[config.mk]
export PLATFORM = sky130hd
export DESIGN_NAME = sram_access_arbiter_flat
export DESIGN_NICKNAME = d
export VERILOG_FILES = /design/src/rtl/sram_access_arbiter_pkg.sv /design/src/rtl/sram_access_arbiter_if.sv /design/src/rtl/sram_rr_arb2.sv /design/src/rtl/sram_access_arbiter.sv /design/src/flat_wrapper.sv
export SDC_FILE = /design/constraint.sdc
export NUM_CORES = 1
export LEC_CHECK = 0
export ABC_CLOCK_PERIOD_IN_PS = 2700
export CAP_MARGIN = 20
export CORE_MARGIN = 4
export CORE_UTILIZATION = 39
export DETAILED_ROUTE_END_ITERATION = 10
export PLACE_DENSITY = 0.84
export SKIP_LAST_GASP = 1
export SYNTH_ARGS = -nofsm -noshare
export SYNTH_HDL_FRONTEND = slang
export SYNTH_SLANG_ARGS = --single-unit
[constraint.sdc]
create_clock -name CLK -period 2.7 [get_ports CLK]
set_input_delay 0.27 -clock CLK [delete_from_list [all_inputs] [get_ports CLK]]
set_output_delay 0.27 -clock CLK [all_outputs]
set_load 0.03 [all_outputs]
[src/rtl/sram_access_arbiter_pkg.sv]
// sram_access_arbiter_pkg
// Shared definitions for the SRAM access arbiter: requester IDs, FSM state
// encodings, default memory geometry and a requester-ID decode helper.
package sram_access_arbiter_pkg;

  localparam int DEFAULT_DATA_WIDTH  = 8;
  localparam int DEFAULT_ADDR_WIDTH  = 9;
  localparam int DEFAULT_INSTR_WORDS = 256;

  typedef logic [1:0] req_id_t;

  localparam req_id_t REQ_LD  = 2'd0;
  localparam req_id_t REQ_CPU = 2'd1;
  localparam req_id_t REQ_ALU = 2'd2;

  // IDLE: SRAM idle, ISSUE: command on the SRAM pins, RDWAIT: read data cycle
  typedef enum logic [1:0] {
    ST_IDLE   = 2'b00,
    ST_ISSUE  = 2'b01,
    ST_RDWAIT = 2'b10
  } arb_state_t;

  // Requester ID to one-hot strobe vector (bit index == requester ID)
  function automatic logic [2:0] req_onehot(input req_id_t id);
    logic [2:0] oh;
    case (id)
      REQ_LD:  oh = 3'b001;
      REQ_CPU: oh = 3'b010;
      REQ_ALU: oh = 3'b100;
      default: oh = 3'b000;
    endcase
    return oh;
  endfunction

endpackage

[src/rtl/sram_access_arbiter_if.sv]
// sram_access_arbiter_if
// Bundles the three requester command/handshake channels, the SRAM macro pins
// and the status flags of the SRAM access arbiter.
//   slave  : arbiter side (consumes requests and Q_from_SRAM, drives SRAM pins)
//   master : requester/SRAM side (drives requests and Q_from_SRAM)
interface sram_access_arbiter_if
  import sram_access_arbiter_pkg::*;
#(
  parameter int MEMORY_DATA_WIDTH = DEFAULT_DATA_WIDTH,
  parameter int MEMORY_ADDR_WIDTH = DEFAULT_ADDR_WIDTH
);

  logic                         LOAD_N;
  logic                         LD_REQ,  CPU_REQ,  ALU_REQ;
  logic                         LD_WE,   CPU_WE,   ALU_WE;
  logic [MEMORY_ADDR_WIDTH-1:0] LD_A,    CPU_A,    ALU_A;
  logic [MEMORY_DATA_WIDTH-1:0] LD_D,    CPU_D,    ALU_D;
  logic                         LD_GNT,  CPU_GNT,  ALU_GNT;
  logic                         LD_RVLD, CPU_RVLD, ALU_RVLD;
  logic [MEMORY_DATA_WIDTH-1:0] RDATA;
  logic [MEMORY_DATA_WIDTH-1:0] Q_from_SRAM;
  logic                         CEN_after_mux;
  logic                         WEN_after_mux;
  logic [MEMORY_ADDR_WIDTH-1:0] A_after_mux;
  logic [MEMORY_DATA_WIDTH-1:0] D_after_mux;
  logic                         PROT_ERR;
  logic                         BUSY;

  modport slave (
    input  LOAD_N, LD_REQ, CPU_REQ, ALU_REQ, LD_WE, CPU_WE, ALU_WE,
           LD_A, CPU_A, ALU_A, LD_D, CPU_D, ALU_D, Q_from_SRAM,
    output LD_GNT, CPU_GNT, ALU_GNT, LD_RVLD, CPU_RVLD, ALU_RVLD, RDATA,
           CEN_after_mux, WEN_after_mux, A_after_mux, D_after_mux,
           PROT_ERR, BUSY
  );

  modport master (
    output LOAD_N, LD_REQ, CPU_REQ, ALU_REQ, LD_WE, CPU_WE, ALU_WE,
           LD_A, CPU_A, ALU_A, LD_D, CPU_D, ALU_D, Q_from_SRAM,
    input  LD_GNT, CPU_GNT, ALU_GNT, LD_RVLD, CPU_RVLD, ALU_RVLD, RDATA,
           CEN_after_mux, WEN_after_mux, A_after_mux, D_after_mux,
           PROT_ERR, BUSY
  );

endinterface

[src/rtl/sram_rr_arb2.sv]
// sram_rr_arb2
// Two-input round-robin selector. A request whose mask bit is set is not
// eligible. On contention the pointer decides; after any grant the pointer
// favours the other input. Cycles with no grant leave the pointer alone.
//   clk, rst : clock, asynchronous active-high reset (pointer favours input 0)
//   req      : raw requests
//   mask     : per-input inhibit
//   gnt      : one-hot grant (combinational)
module sram_rr_arb2 (
  input  logic       clk,
  input  logic       rst,
  input  logic [1:0] req,
  input  logic [1:0] mask,
  output logic [1:0] gnt
);

  logic       ptr_r;
  logic [1:0] elig_s;

  // Eligibility and pointer-based tie break
  always_comb begin
    elig_s = req & ~mask;
    if (elig_s == 2'b11) begin
      gnt = ptr_r ? 2'b10 : 2'b01;
    end else begin
      gnt = elig_s;
    end
  end

  // Pointer moves to the loser of the most recent grant
  always_ff @(posedge clk or posedge rst) begin
    if (rst) begin
      ptr_r <= 1'b0;
    end else if (gnt[0]) begin
      ptr_r <= 1'b1;
    end else if (gnt[1]) begin
      ptr_r <= 1'b0;
    end else begin
      ptr_r <= ptr_r;
    end
  end

endmodule

[src/rtl/sram_access_arbiter.sv]
// sram_access_arbiter
// Shares one single-port SRAM between the program loader, the CPU and the
// ALU/analog controller. The winner's command is registered onto the SRAM
// pins together with a one-cycle GNT; read data returns one cycle later with
// a one-cycle RVLD to the owner.
//   CLK, RST : clock, asynchronous active-high reset
//   bus      : requester channels, SRAM pins and status flags
module sram_access_arbiter
  import sram_access_arbiter_pkg::*;
#(
  parameter int MEMORY_DATA_WIDTH = DEFAULT_DATA_WIDTH,
  parameter int MEMORY_ADDR_WIDTH = DEFAULT_ADDR_WIDTH,
  parameter int INSTR_WORDS       = DEFAULT_INSTR_WORDS
) (
  input  logic                 CLK,
  input  logic                 RST,
  sram_access_arbiter_if.slave bus
);

  // One extra bit so INSTR_WORDS may equal the full address space
  localparam logic [MEMORY_ADDR_WIDTH:0] INSTR_LIMIT = (MEMORY_ADDR_WIDTH+1)'(INSTR_WORDS);

  arb_state_t                   state_r, state_nxt_s;
  logic [2:0]                   gnt_r, rvld_r, rvld_nxt_s, win_s;
  req_id_t                      id_r, sel_id_s;
  logic                         rd_r, rd_nxt_s;
  logic                         cen_r, cen_nxt_s, wen_r, wen_nxt_s;
  logic [MEMORY_ADDR_WIDTH-1:0] a_r, a_nxt_s, sel_a_s;
  logic [MEMORY_DATA_WIDTH-1:0] d_r, d_nxt_s, sel_d_s;
  logic                         prot_err_r, prot_nxt_s, busy_r;
  logic                         sel_we_s, blocked_s, issue_s, ld_win_s;
  logic [1:0]                   rr_req_s, rr_mask_s, rr_gnt_s;

  // CPU (bit 0) and ALU (bit 1) only compete in run mode
  assign rr_req_s  = {bus.ALU_REQ, bus.CPU_REQ} & {2{bus.LOAD_N}};
  assign rr_mask_s = {gnt_r[REQ_ALU], gnt_r[REQ_CPU]};

  sram_rr_arb2 u_rr (
    .clk  (CLK),
    .rst  (RST),
    .req  (rr_req_s),
    .mask (rr_mask_s),
    .gnt  (rr_gnt_s)
  );

  // Winner selection, command mux, protection check and FSM next state
  always_comb begin
    ld_win_s = ~bus.LOAD_N & bus.LD_REQ & ~gnt_r[REQ_LD];
    win_s    = {rr_gnt_s[1], rr_gnt_s[0], ld_win_s};

    if (win_s[REQ_LD]) begin
      sel_id_s = REQ_LD;  sel_we_s = bus.LD_WE;  sel_a_s = bus.LD_A;  sel_d_s = bus.LD_D;
    end else if (win_s[REQ_CPU]) begin
      sel_id_s = REQ_CPU; sel_we_s = bus.CPU_WE; sel_a_s = bus.CPU_A; sel_d_s = bus.CPU_D;
    end else if (win_s[REQ_ALU]) begin
      sel_id_s = REQ_ALU; sel_we_s = bus.ALU_WE; sel_a_s = bus.ALU_A; sel_d_s = bus.ALU_D;
    end else begin
      sel_id_s = id_r;    sel_we_s = 1'b0;       sel_a_s = a_r;       sel_d_s = d_r;
    end

    // A blocked ALU write is still granted but never reaches the SRAM pins
    blocked_s  = win_s[REQ_ALU] & bus.ALU_WE & ({1'b0, bus.ALU_A} < INSTR_LIMIT);
    issue_s    = (|win_s) & ~blocked_s;
    cen_nxt_s  = ~issue_s;
    wen_nxt_s  = ~(issue_s & sel_we_s);
    a_nxt_s    = issue_s ? sel_a_s : a_r;
    d_nxt_s    = issue_s ? sel_d_s : d_r;
    rd_nxt_s   = issue_s & ~sel_we_s;
    prot_nxt_s = prot_err_r | blocked_s;

    // The SRAM samples at the end of ISSUE, so data is valid in the cycle after
    if ((state_r == ST_ISSUE) && rd_r) begin
      rvld_nxt_s = req_onehot(id_r);
    end else begin
      rvld_nxt_s = 3'b000;
    end

    case (state_r)
      ST_ISSUE: begin
        if (issue_s) begin
          state_nxt_s = ST_ISSUE;
        end else if (rd_r) begin
          state_nxt_s = ST_RDWAIT;
        end else begin
          state_nxt_s = ST_IDLE;
        end
      end
      ST_IDLE, ST_RDWAIT: begin
        state_nxt_s = issue_s ? ST_ISSUE : ST_IDLE;
      end
      default: state_nxt_s = ST_IDLE;
    endcase
  end

  // State and registered output stage
  always_ff @(posedge CLK or posedge RST) begin
    if (RST) begin
      state_r    <= ST_IDLE;
      gnt_r      <= 3'b000;
      rvld_r     <= 3'b000;
      id_r       <= REQ_LD;
      rd_r       <= 1'b0;
      cen_r      <= 1'b1;
      wen_r      <= 1'b1;
      a_r        <= {MEMORY_ADDR_WIDTH{1'b0}};
      d_r        <= {MEMORY_DATA_WIDTH{1'b0}};
      prot_err_r <= 1'b0;
      busy_r     <= 1'b0;
    end else begin
      state_r    <= state_nxt_s;
      gnt_r      <= win_s;
      rvld_r     <= rvld_nxt_s;
      id_r       <= sel_id_s;
      rd_r       <= rd_nxt_s;
      cen_r      <= cen_nxt_s;
      wen_r      <= wen_nxt_s;
      a_r        <= a_nxt_s;
      d_r        <= d_nxt_s;
      prot_err_r <= prot_nxt_s;
      busy_r     <= (state_nxt_s != ST_IDLE);
    end
  end

  assign bus.LD_GNT        = gnt_r[REQ_LD];
  assign bus.CPU_GNT       = gnt_r[REQ_CPU];
  assign bus.ALU_GNT       = gnt_r[REQ_ALU];
  assign bus.LD_RVLD       = rvld_r[REQ_LD];
  assign bus.CPU_RVLD      = rvld_r[REQ_CPU];
  assign bus.ALU_RVLD      = rvld_r[REQ_ALU];
  assign bus.RDATA         = bus.Q_from_SRAM;
  assign bus.CEN_after_mux = cen_r;
  assign bus.WEN_after_mux = wen_r;
  assign bus.A_after_mux   = a_r;
  assign bus.D_after_mux   = d_r;
  assign bus.PROT_ERR      = prot_err_r;
  assign bus.BUSY          = busy_r;

endmodule

[src/flat_wrapper.sv]
// flat-port wrapper written by rule: the top's interface ports become plain ports
module sram_access_arbiter_flat import sram_access_arbiter_pkg::*;
#(
  parameter int MEMORY_DATA_WIDTH = DEFAULT_DATA_WIDTH,
  parameter int MEMORY_ADDR_WIDTH = DEFAULT_ADDR_WIDTH,
  parameter int INSTR_WORDS       = DEFAULT_INSTR_WORDS
)
  (CLK, RST, bus_LOAD_N, bus_LD_REQ, bus_CPU_REQ, bus_ALU_REQ, bus_LD_WE, bus_CPU_WE, bus_ALU_WE, bus_LD_A, bus_CPU_A, bus_ALU_A, bus_LD_D, bus_CPU_D, bus_ALU_D, bus_Q_from_SRAM, bus_LD_GNT, bus_CPU_GNT, bus_ALU_GNT, bus_LD_RVLD, bus_CPU_RVLD, bus_ALU_RVLD, bus_RDATA, bus_CEN_after_mux, bus_WEN_after_mux, bus_A_after_mux, bus_D_after_mux, bus_PROT_ERR, bus_BUSY);
  sram_access_arbiter_if #(.MEMORY_DATA_WIDTH(MEMORY_DATA_WIDTH), .MEMORY_ADDR_WIDTH(MEMORY_ADDR_WIDTH)) bus_i ();
  input  logic CLK;
  input  logic RST;
  input wire logic [$bits(bus_i.LOAD_N)-1:0] bus_LOAD_N;
  input wire logic [$bits(bus_i.LD_REQ)-1:0] bus_LD_REQ;
  input wire logic [$bits(bus_i.CPU_REQ)-1:0] bus_CPU_REQ;
  input wire logic [$bits(bus_i.ALU_REQ)-1:0] bus_ALU_REQ;
  input wire logic [$bits(bus_i.LD_WE)-1:0] bus_LD_WE;
  input wire logic [$bits(bus_i.CPU_WE)-1:0] bus_CPU_WE;
  input wire logic [$bits(bus_i.ALU_WE)-1:0] bus_ALU_WE;
  input wire logic [$bits(bus_i.LD_A)-1:0] bus_LD_A;
  input wire logic [$bits(bus_i.CPU_A)-1:0] bus_CPU_A;
  input wire logic [$bits(bus_i.ALU_A)-1:0] bus_ALU_A;
  input wire logic [$bits(bus_i.LD_D)-1:0] bus_LD_D;
  input wire logic [$bits(bus_i.CPU_D)-1:0] bus_CPU_D;
  input wire logic [$bits(bus_i.ALU_D)-1:0] bus_ALU_D;
  input wire logic [$bits(bus_i.Q_from_SRAM)-1:0] bus_Q_from_SRAM;
  output wire logic [$bits(bus_i.LD_GNT)-1:0] bus_LD_GNT;
  output wire logic [$bits(bus_i.CPU_GNT)-1:0] bus_CPU_GNT;
  output wire logic [$bits(bus_i.ALU_GNT)-1:0] bus_ALU_GNT;
  output wire logic [$bits(bus_i.LD_RVLD)-1:0] bus_LD_RVLD;
  output wire logic [$bits(bus_i.CPU_RVLD)-1:0] bus_CPU_RVLD;
  output wire logic [$bits(bus_i.ALU_RVLD)-1:0] bus_ALU_RVLD;
  output wire logic [$bits(bus_i.RDATA)-1:0] bus_RDATA;
  output wire logic [$bits(bus_i.CEN_after_mux)-1:0] bus_CEN_after_mux;
  output wire logic [$bits(bus_i.WEN_after_mux)-1:0] bus_WEN_after_mux;
  output wire logic [$bits(bus_i.A_after_mux)-1:0] bus_A_after_mux;
  output wire logic [$bits(bus_i.D_after_mux)-1:0] bus_D_after_mux;
  output wire logic [$bits(bus_i.PROT_ERR)-1:0] bus_PROT_ERR;
  output wire logic [$bits(bus_i.BUSY)-1:0] bus_BUSY;
  assign bus_i.LOAD_N = bus_LOAD_N;
  assign bus_i.LD_REQ = bus_LD_REQ;
  assign bus_i.CPU_REQ = bus_CPU_REQ;
  assign bus_i.ALU_REQ = bus_ALU_REQ;
  assign bus_i.LD_WE = bus_LD_WE;
  assign bus_i.CPU_WE = bus_CPU_WE;
  assign bus_i.ALU_WE = bus_ALU_WE;
  assign bus_i.LD_A = bus_LD_A;
  assign bus_i.CPU_A = bus_CPU_A;
  assign bus_i.ALU_A = bus_ALU_A;
  assign bus_i.LD_D = bus_LD_D;
  assign bus_i.CPU_D = bus_CPU_D;
  assign bus_i.ALU_D = bus_ALU_D;
  assign bus_i.Q_from_SRAM = bus_Q_from_SRAM;
  assign bus_LD_GNT = bus_i.LD_GNT;
  assign bus_CPU_GNT = bus_i.CPU_GNT;
  assign bus_ALU_GNT = bus_i.ALU_GNT;
  assign bus_LD_RVLD = bus_i.LD_RVLD;
  assign bus_CPU_RVLD = bus_i.CPU_RVLD;
  assign bus_ALU_RVLD = bus_i.ALU_RVLD;
  assign bus_RDATA = bus_i.RDATA;
  assign bus_CEN_after_mux = bus_i.CEN_after_mux;
  assign bus_WEN_after_mux = bus_i.WEN_after_mux;
  assign bus_A_after_mux = bus_i.A_after_mux;
  assign bus_D_after_mux = bus_i.D_after_mux;
  assign bus_PROT_ERR = bus_i.PROT_ERR;
  assign bus_BUSY = bus_i.BUSY;
  sram_access_arbiter #(.MEMORY_DATA_WIDTH(MEMORY_DATA_WIDTH), .MEMORY_ADDR_WIDTH(MEMORY_ADDR_WIDTH), .INSTR_WORDS(INSTR_WORDS)) u_core (.CLK(CLK), .RST(RST), .bus(bus_i));
endmodule
* Yosys cells after proc, flatten, opt, wreduce, memory -nomap -nowiden
Cells that the tools add are included.
** Storage, ports and cells
- Bits in latches :: 0
- Bits of input ports :: 68
- RAM bits :: 0
- Register bits :: 33
- Memory bits (read-only) :: 0
- Output and inout bits :: 35
- Memories kept :: 0
- Word-level logic and storage cells :: 66
** Cells by class
- Muxes and demuxes :: 22
- Shift operators :: 0
- Reductions and logical operators :: 9
- Bitwise gates (word level) :: 17
- Multiply operators :: 0
- Add/subtract/negate cells :: 0
- Eq/ne operators :: 5
- $lt $le $gt $ge :: 1
- Divide/modulo/power cells :: 0
** Operators with widths (number)
- 9-bit 2-to-1 mux :: 3
- 8-bit 2-to-1 mux :: 3
- 2-bit 2-to-1 mux :: 7
- 9-bit less-than comparator (second input constant) :: 1
- 3-bit case mux with 3 select lines :: 1
- 1-bit AND :: 7
- 2-bit == test (second input constant) :: 3
- 1-bit 2-to-1 mux :: 6
- 1-bit inverter :: 6
- 2-bit AND :: 2
- 2-bit by 1-bit == test with 1-bit output (second input constant) :: 2
- 2-bit logical NOT :: 2
- 2-bit case mux with 2 select lines :: 1
- 2-bit nonzero test :: 2
- 3-bit 2-to-1 mux :: 1
- 3-bit nonzero test :: 1
- 3-bit OR reduction :: 1
- 2-bit inverter :: 1
- 2-bit AND reduction :: 1
- 2-bit OR reduction :: 1
- 1-bit logical AND :: 1
- 1-bit bitwise OR :: 1

* Logic depth before layout (Yosys ltp)
Gate-level depths: netlist (run 1).
- Depth after elaboration :: 11
- Mapped depth :: 7
- Depth with buffers taken out :: 5

* Cells and area by module
Synthesis (run 1) repeated with hierarchy kept, for this count alone.
** Second synthesis, totals
- Cell total of the unflattened synthesis :: 146
- Area total of the unflattened synthesis :: 1606.5 um^2
** Modules (own cells, without submodules)
- sram_access_arbiter :: area an instance 1525.2 um^2, sequential area each 803.3 um^2, times used 1, cells an instance 137
- sram_rr_arb2 :: area an instance 81.3 um^2, sequential area each 25.0 um^2, times used 1, cells an instance 9

* Least setup slack after synthesis (run 1)
Ideal clock, no wire load.
- Path kind :: register to register
- From :: register u_core.gnt_r[1]
- To :: register u_core.d_r[0], in the netlist u_core.bus.D_after_mux[0]
- Buffers on the path :: 3
- Data arrival time :: 1785 ps
- Library setup time :: 125 ps
- Clock period less this slack :: 1910 ps
- Slack :: 790 ps
- Data required time :: 2575 ps
- Cell stages (with the launch flop) :: 8
- Path through :: dfrtp_1 > and3b_1 > buf_2 > and2_4 > buf_6 > buf_6 > a221o_1 > mux2_2
** Between the ends
- Elaborated cells between the ends (all ways) :: 13
- Classes of those cells :: 1 x eq/ne; 3 x mux; 6 x bitwise; 3 x reduce/logical
** RTL lines
- start: declaration :: RTL line sram_access_arbiter.sv:24 : logic [2:0] gnt_r, rvld_r, rvld_nxt_s, win_s;
- start signal: assignment :: RTL line sram_access_arbiter.sv:111 : gnt_r <= win_s;
- 2-bit inverter * :: RTL line sram_rr_arb2.sv:22 : elig_s = req & ~mask;
- 2-bit AND * :: RTL line sram_rr_arb2.sv:22
- 2-bit == test :: RTL line sram_rr_arb2.sv:23 : if (elig_s == 2'b11) begin
- 2-bit 2-to-1 mux * :: RTL line sram_rr_arb2.sv:23
- named net u_core.rr_gnt_s[0] :: RTL line sram_access_arbiter.sv:32 : logic [1:0] rr_req_s, rr_mask_s, rr_gnt_s;
- 3-bit OR reduction :: RTL line sram_access_arbiter.sv:63 : issue_s = (|win_s) & ~blocked_s;
- 1-bit AND :: RTL line sram_access_arbiter.sv:63
- 2-bit AND reduction (no source line)
- end signal: assignment :: RTL line sram_access_arbiter.sv:106 : d_r <= {MEMORY_DATA_WIDTH{1'b0}};
- end signal: assignment :: RTL line sram_access_arbiter.sv:118 : d_r <= d_nxt_s;
- end: declaration :: RTL line sram_access_arbiter.sv:29 : logic [MEMORY_DATA_WIDTH-1:0] d_r, d_nxt_s, sel_d_s;
The timed path passes the listed nets; every way through them passes the cells marked *.
A chain may end at the register's enable or synchronous reset.

* Final worst setup path (run 1)
- From :: input port bus_LOAD_N
- To :: register u_core.a_r[2], in the netlist u_core.bus.A_after_mux[2]
** Between the ends
- Word-level cells in the longest chain between the ends :: 9
- Elaborated cells between the ends (all ways) :: 16
- Classes of those cells :: 1 x eq/ne; 3 x mux; 9 x bitwise; 3 x reduce/logical
** RTL lines
- start: declaration :: RTL line flat_wrapper.sv:12 : input wire logic [$bits(bus_i.LOAD_N)-1:0] bus_LOAD_N;
- 2-bit AND :: RTL line sram_access_arbiter.sv:35 : assign rr_req_s = {bus.ALU_REQ, bus.CPU_REQ} & {2{bus.LOAD_N}};
- 2-bit AND :: RTL line sram_rr_arb2.sv:22
- 2-bit == test :: RTL line sram_rr_arb2.sv:23
- 2-bit 2-to-1 mux :: RTL line sram_rr_arb2.sv:23
- 1-bit AND (2 in series) :: RTL line sram_access_arbiter.sv:62 : blocked_s = win_s[REQ_ALU] & bus.ALU_WE & ({1'b0, bus.ALU_A} < INSTR_LIMIT);
- 1-bit inverter :: RTL line sram_access_arbiter.sv:63
- 1-bit AND :: RTL line sram_access_arbiter.sv:63
- 2-bit AND reduction (no source line)
- end signal: assignment :: RTL line sram_access_arbiter.sv:105 : a_r <= {MEMORY_ADDR_WIDTH{1'b0}};
- end signal: assignment :: RTL line sram_access_arbiter.sv:117 : a_r <= a_nxt_s;
- end: declaration :: RTL line sram_access_arbiter.sv:28 : logic [MEMORY_ADDR_WIDTH-1:0] a_r, a_nxt_s, sel_a_s;
Parallel ways exist; a longest one is shown, timed or not.

==> flow_summary.json, run 1 <==
{
  "status": "finished, final reports clean",
  "layout_min_cycle_time_ns": 1.90,
  "rsz_0062_raised_after_global_routing": "no",
  "core.rowCount": 23,
  "cts_post_setup_buffers_inserted": 0,
  "timing.max_cap.violations": 0,
  "critical-path-top-delay-family": "compound AO/OA/AOI/OAI gates",
  "ctsLongestPathBuffers": 2,
  "grt_use_total_pct": 17.1,
  "leakage_component_of_the_power_nw": 1.06,
  "startpoint_type": "primary input",
  "clock_sinks": 33,
  "start_util_pct": 40.0,
  "worst_setup_path_end_kind": "register",
  "placement.io_buffers": 86,
  "grt_pass1_wl_um": 6780,
  "avgViaCountPerCell": 5.20,
  "final_weighted_congestion_in_routability_driven_placement": 0.789,
  "cp_num_buf_inv": 1,
  "clkLatencyLatePin_ns": 0.28,
  "synthDominantAreaCellType": "sky130_fd_sc_hd__dfrtp_1",
  "route.detailed.wl_per_inst_um": 16.4,
  "die_height_um": 72.1,
  "cts.reportedPaths.clkPinSlew_ns": 0.07,
  "cts.htree.levels": 2,
  "overflow": 0,
  "pin_count_of_the_biggest_net_entering_global_routing": 22,
  "report.final.setup_viol": 0,
  "postSynthNetCount": 198,
  "final_core_utilization_pct": 63.3,
  "diodes": 0,
  "timing.hold.worst.class": "primary input to asynchronous set/reset pin",
  "holdBufCountCts": 0,
  "core_um2": 4000,
  "r2r_start": "u_core.gnt_r[1]",
  "clock-root-buffer": "sky130_fd_sc_hd__clkbuf_8",
  "timing.clock.skew_ns": 0.00640,
  "critical_path.max_fanout": 18,
  "clock_tree_from_tritoncts": "done",
  "postCtsResizedCells": 0,
  "drc_errors": 0,
  "mappedNetlistArea_um2": 1600,
  "first_pass_iters": 4,
  "antenna_found_initial": 0,
  "vias": 1367,
  "synthTopCellsByArea": "sky130_fd_sc_hd__dfrtp_1, sky130_fd_sc_hd__mux2_2, sky130_fd_sc_hd__a221o_1",
  "final.fill_count": 341,
  "synth-seq-cells": 33,
  "setup.worst_path.class": "primary input to register",
  "final_net_count": 280,
  "crit_start": "bus_LOAD_N",
  "arrival_ns": 2.12,
  "ir_drop_mv": 0.255,
  "synth_cell_type_count": 29,
  "crit_path_largest_cell_delay_ns": 0.71,
  "layout-area-overhead-vs-synth_pct": 58.1,
  "max_slew_margin_pct": 42.9,
  "antenna_violating_nets_post_route": 0,
  "worst_max_slew_pin_slew_ns": 0.856,
  "floorplan.die.width_um": 72.1,
  "final_cycle_utilization_of_the_critical_path_pct": 70.3,
  "crit_path_cell_trace": "clkdlybuf4s50_1 -> and3b_1 -> a21oi_2 -> a221o_1 -> mux2_2",
  "setup_tns_ns": 0,
  "maxClockFrequency_ghz": 0.527,
  "seq_area_frac_synth_pct": 51.7,
  "route.final.wire_length_um": 4320,
  "timing.critical_path.slowest_stage_cell": "sky130_fd_sc_hd__a21oi_2",
  "synth_top_cell_area_share_pct": 48.4,
  "power.density_cell_area_nw_per_um2": 628,
  "final_layout_size_suffix_gt1_share_pct": 15.5,
  "final-max-slew-violation-count": 0,
  "netlist_instances": 130,
  "worstPathRequired_ns": 2.92,
  "finalHoldViolCount": 0,
  "dieArea_um2": 5200,
  "drt_first_iter_violations": 30,
  "first_global_vias": 1458,
  "num_io_pins": 103,
  "hpwl_um": 3400,
  "syn-mean-instance-area_um2": 12.3,
  "synthesis.yosys.warnings": 0,
  "cts_buffers": 5
}
[sequential cells by signal, indices dropped and copies added, names as in the netlist]
name,cells
u_core.bus.WEN_after_mux,1
u_core.bus.BUSY,1
u_core.id_r,2
u_core.rd_r,1
u_core.bus.D_after_mux,8
u_core.bus.CEN_after_mux,1
u_core.bus.A_after_mux,9
u_core.u_rr.ptr_r,1
u_core.rvld_r,3
u_core.bus.PROT_ERR,1
u_core.state_r,2
u_core.gnt_r,3
[per-layer routing]
layer | global-route usage [%] | vias to the layer above | share of wire [%]
li1 | - | 633 | -
met1 | 19.9 | 654 | 39
met2 | 28.0 | 74 | 48
met3 | 6.65 | 6 | 12
met4 | 7.31 | 0 | 1.5
met5 | 0 | - | 0
[synthesized netlist by cell type]
| master | n |
|---|---|
| sky130_fd_sc_hd__nor2_1 | 4 |
| sky130_fd_sc_hd__nor3b_2 | 1 |
| sky130_fd_sc_hd__o32a_1 | 1 |
| sky130_fd_sc_hd__a21oi_1 | 2 |
| sky130_fd_sc_hd__nor3_1 | 1 |
| sky130_fd_sc_hd__o211ai_1 | 1 |
| sky130_fd_sc_hd__buf_2 | 4 |
| sky130_fd_sc_hd__a21o_1 | 1 |
| sky130_fd_sc_hd__mux2_2 | 17 |
| sky130_fd_sc_hd__buf_4 | 8 |
| sky130_fd_sc_hd__and3b_1 | 2 |
| sky130_fd_sc_hd__o21a_1 | 2 |
| sky130_fd_sc_hd__a21oi_2 | 1 |
| sky130_fd_sc_hd__buf_6 | 2 |
| sky130_fd_sc_hd__and2_1 | 17 |
| sky130_fd_sc_hd__clkbuf_1 | 2 |
| sky130_fd_sc_hd__a32oi_1 | 1 |
| sky130_fd_sc_hd__nand2_1 | 3 |
| sky130_fd_sc_hd__o21bai_1 | 1 |
| sky130_fd_sc_hd__and2_4 | 1 |
| sky130_fd_sc_hd__a22oi_1 | 1 |
| sky130_fd_sc_hd__dfstp_2 | 2 |
| sky130_fd_sc_hd__inv_1 | 2 |
| sky130_fd_sc_hd__or2_2 | 1 |
| sky130_fd_sc_hd__a221o_1 | 17 |
| sky130_fd_sc_hd__nand3b_1 | 1 |
| sky130_fd_sc_hd__dfrtp_1 | 31 |
| sky130_fd_sc_hd__nand2b_1 | 1 |
| sky130_fd_sc_hd__nor3b_1 | 2 |
[layout make-up]
cell class | count | area [um2] | share of cell area [%]
Inverter | 2 | 7.51 | 0.296
Multi-Input combinational cell | 79 | 656 | 25.9
Timing Repair Buffer | 91 | 898 | 35.5
Tap cell | 50 | 62.6 | 2.47
Sequential cell | 33 | 828 | 32.7
Clock buffer | 8 | 80.1 | 3.16
[metrics by stage]
step,std cells,power (mW),cell area (um2),hold slack [ns],worst slack (ns)
2_1_floorplan,130,0.983,1600,0.369,0.790
3_3_place_gp,255,1.24,2450,0.448,0.578
3_5_place_dp,255,1.25,2450,0.450,0.535
4_1_cts,263,1.61,2530,0.343,0.830
5_1_grt,263,1.67,2530,0.388,0.729
6_report,263,1.59,2530,0.320,0.802
[power breakdown]
group / leakage, nW / switching, mW / internal, mW
registers: 0.400 / 0.0519 / 0.585
logic: 0.616 / 0.293 / 0.308
clock network: 0.0395 / 0.169 / 0.183
total: 1.06 / 0.514 / 1.08
[cell families (layout without fill, tap and decap cells)]
| kind of cell | count (synthesis) | count (layout) | share of synthesized area (%) |
|---|---|---|---|
| simple gates | 34 | 34 | 13.2 |
| buf+inv | 18 | 101 | 7.34 |
| flops | 33 | 33 | 51.7 |
| mux | 17 | 17 | 12.0 |
| compound gates | 28 | 28 | 15.8 |
[cell usage in the layout, fill, tap and decap left out, types with 2 or more instances in the layout]
master,Yosys,layout
sky130_fd_sc_hd__o21a_1,2,2
sky130_fd_sc_hd__dfrtp_1,31,31
sky130_fd_sc_hd__buf_4,8,5
sky130_fd_sc_hd__clkbuf_8,0,5
sky130_fd_sc_hd__nor2_1,4,4
sky130_fd_sc_hd__and3b_1,2,2
sky130_fd_sc_hd__inv_1,2,2
sky130_fd_sc_hd__nand2_1,3,3
sky130_fd_sc_hd__clkdlybuf4s50_1,0,86
sky130_fd_sc_hd__a221o_1,17,17
sky130_fd_sc_hd__and2_1,17,17
sky130_fd_sc_hd__clkbuf_1,2,3
sky130_fd_sc_hd__nor3b_1,2,2
sky130_fd_sc_hd__mux2_2,17,17
sky130_fd_sc_hd__dfstp_2,2,2
sky130_fd_sc_hd__a21oi_1,2,2
[worst paths after layout]
path | end | slack, ns | depth (start not counted)
setup / recovery | u_core.bus.A_after_mux[2] | 0.80 | 5
hold / removal | u_core.bus.A_after_mux[3] | 0.32 | 2
setup reg to reg | u_core.bus.A_after_mux[2] | 0.89 | 4
hold reg to reg | u_core.state_r[0] | 0.46 | 1
max in group asynchronous | u_core.bus.D_after_mux[5] | 1.72 | 3
min in group CLK | u_core.state_r[0] | 0.46 | 1
Note: power is estimated with default switching activity, not from simulation.
==> inputs of run 2 (changes only) <==
- ABC_CLOCK_PERIOD_IN_PS: 2700 -> 1600
- CORE_UTILIZATION: 39 -> 33
- PLACE_DENSITY: 0.84 -> 0.76
- clock period: 2.7 -> 1.6 ns (I/O delays scaled with it)
==> flow_summary.json, run 2 (synthesis gave the netlist of run 1 again) <==
{
  "status": "finished, violations left",
  "violations": "setup timing",
  "fin_hold_ws_ns": 0.210,
  "report.final.setup_viol": 17,
  "core_um2": 4720,
  "grt_use_total_pct": 15.8,
  "power_frac_comb_pct": 35.7,
  "setup.worst_path.class": "register to register",
  "critical_path.most_common_cell": "sky130_fd_sc_hd__buf_4",
  "max_slew_margin_pct": 78.2,
  "report.power.total_mw": 3.11,
  "core.rowCount": 25,
  "clock_tree_from_tritoncts": "done",
  "crit_path_largest_cell_delay_ns": 0.42,
  "final_cycle_utilization_of_the_critical_path_pct": 106,
  "antenna_found_initial": 0,
  "die_height_um": 77.7,
  "netSwitchingFraction_pct": 29.3,
  "start_util_pct": 33.9,
  "power.density_cell_area_nw_per_um2": 1100,
  "layout_setup_ws_ns": -0.0934,
  "route.detailed.wl_per_inst_um": 15.2,
  "largest_reg_flops": 9,
  "holdBufCountCts": 0,
  "grt_pass1_wl_um": 7350,
  "pin_count_of_the_biggest_net_entering_global_routing": 34,
  "reg2reg_depth": 6,
  "startpoint_type": "register",
  "placement.io_buffers": 86,
  "clock-root-buffer": "sky130_fd_sc_hd__clkbuf_8",
  "cts.reportedPaths.clkPinSlew_ns": 0.07,
  "final_weighted_congestion_in_routability_driven_placement": 0.774,
  "timing.critical_path.slowest_stage_cell": "sky130_fd_sc_hd__dfrtp_2",
  "worst_max_slew_pin_slew_ns": 0.327,
  "dieArea_um2": 6030,
  "antenna_violating_nets_post_route": 0,
  "sequentialPowerShare_pct": 34.4,
  "rsz_0062_raised_after_global_routing": "yes",
  "overflow": 0,
  "maxClockFrequency_ghz": 0.591,
  "power.share.clock_pct": 29.9,
  "vias": 1416,
  "num_io_pins": 103,
  "final_common_cell": "sky130_fd_sc_hd__clkdlybuf4s50_1",
  "timing.clock.skew_ns": 0.00638,
  "layout_min_cycle_time_ns": 1.69,
  "clkLatencyLatePin_ns": 0.29,
  "clock_sinks": 33,
  "worstSetupPathDepth": 6,
  "layout-area-overhead-vs-synth_pct": 76.5,
  "highest_count_cells_in_the_layout_ignoring_fill_and_taps": "sky130_fd_sc_hd__clkdlybuf4s50_1, sky130_fd_sc_hd__dfrtp_1, sky130_fd_sc_hd__buf_4",
  "final-max-slew-violation-count": 0,
  "cp_num_buf_inv": 2,
  "cts.htree.levels": 2,
  "switching_power_uw": 911,
  "arrival_ns": 1.86,
  "crit_path_cell_trace": "and3b_2 -> buf_4 -> a21oi_4 -> buf_4 -> a221o_1 -> mux2_2",
  "final_net_count": 300,
  "ir_drop_mv": 0.552,
  "numPlacedInstances": 283,
  "cts_buffers": 5,
  "avgViaCountPerCell": 4.72,
  "worst_setup_path_end_kind": "register",
  "finalHoldViolCount": 0,
  "floorplan.die.width_um": 77.7,
  "ctsLongestPathBuffers": 2,
  "drc_errors": 0,
  "stdcell_count": 300,
  "worstPathRequired_ns": 1.77,
  "setup_tns_ns": -1.33,
  "placement.cell_area_um2": 2570,
  "first_global_vias": 1509,
  "critical_path.max_fanout": 9,
  "route.final.wire_length_um": 4570,
  "final_design_area_no_fill_um2": 2830,
  "leakage_component_of_the_power_nw": 1.21,
  "timing.max_cap.violations": 0,
  "drt_first_iter_violations": 35,
  "internal_power_mw": 2.20,
  "diodes": 0,
  "critical-path-top-delay-family": "flip-flops",
  "timing.hold.worst.class": "primary input to asynchronous set/reset pin",
  "first_pass_iters": 4,
  "final_layout_size_suffix_gt1_share_pct": 27.5
}
run 2: changes by cell type in the layout (fill, tap and decap cells not counted), moves of 3 or more:
cell and delta:
sky130_fd_sc_hd__buf_6 +4, sky130_fd_sc_hd__dlygate4sd2_1 +3, sky130_fd_sc_hd__clkdlybuf4s50_1 -4, sky130_fd_sc_hd__buf_4 +14, sky130_fd_sc_hd__clkbuf_1 -3
run 2: area by class of cell:
class                           instances  area (um2)
Clock buffer                            5        68.8
Inverter                                2        10.0
Clock inverter                          3        65.1
Timing Repair Buffer                  110        1070
Sequential cell                        33         831
Fill cell                             395        1900
Tap cell                               67        83.8
Multi-Input combinational cell         80         701
run 2: worst reg2reg max path, stage by stage (launching register included):
cell                      delay (ns)
sky130_fd_sc_hd__dfrtp_2        0.42
sky130_fd_sc_hd__and3b_2        0.25
sky130_fd_sc_hd__buf_4          0.12
sky130_fd_sc_hd__a21oi_4        0.06
sky130_fd_sc_hd__buf_4          0.18
sky130_fd_sc_hd__a221o_1        0.29
sky130_fd_sc_hd__mux2_2         0.26
run 2: power groups by stage:
stage | clock [mW] | sequential (mW) | combinational, mW
final | 0.930 | 1.07 | 1.11
after global routing | 0.986 | 1.09 | 1.18
after CTS | 0.954 | 1.07 | 1.11
after detailed placement | 0 | 1.08 | 1.06
after global placement | 0 | 1.07 | 1.05
after floorplan | 0 | 1.33 | 0.328
run 2: repair_timing:
item / CTS / global route
pin swaps: 2 / 0
endpoints found under the setup margin: 22 / 20
buffers inserted: 8 / 0
cloned: 1 / 0
gates resized for setup: 11 / 8
run 2: path summary, 6_finish.rpt:
| kind | startpoint | to | slack [ns] |
|---|---|---|---|
| hold reg to reg | u_core.bus.PROT_ERR | u_core.bus.PROT_ERR | 0.48 |
| hold / removal | RST | u_core.rvld_r[0] | 0.21 |
| max in group asynchronous | RST | u_core.bus.WEN_after_mux | 1.15 |
| setup / recovery | u_core.gnt_r[1] | u_core.bus.A_after_mux[8] | -0.09 |
| min in group CLK | bus_Q_from_SRAM[3] | bus_RDATA[3] | 0.32 |
| setup reg to reg | u_core.gnt_r[1] | u_core.bus.A_after_mux[8] | -0.09 |
run 2: routing by layer:
| metal | vias to the layer above | GRT usage (%) | share of wire, % |
|---|---|---|---|
| met5 | - | 0 | 0 |
| met4 | 0 | 7.65 | 2.2 |
| met3 | 12 | 6.15 | 9.0 |
| met2 | 64 | 25.1 | 47 |
| met1 | 663 | 18.6 | 42 |
| li1 | 677 | - | - |
run 2: metrics by stage:
step / utilization, % / setup slack (ns)
5_1_grt: 59.8 / -0.169
6_report: 59.8 / -0.0934
3_5_place_dp: 54.4 / -0.447
4_1_cts: 59.2 / -0.0779
2_1_floorplan: - / -0.204
3_3_place_gp: 54.4 / -0.444
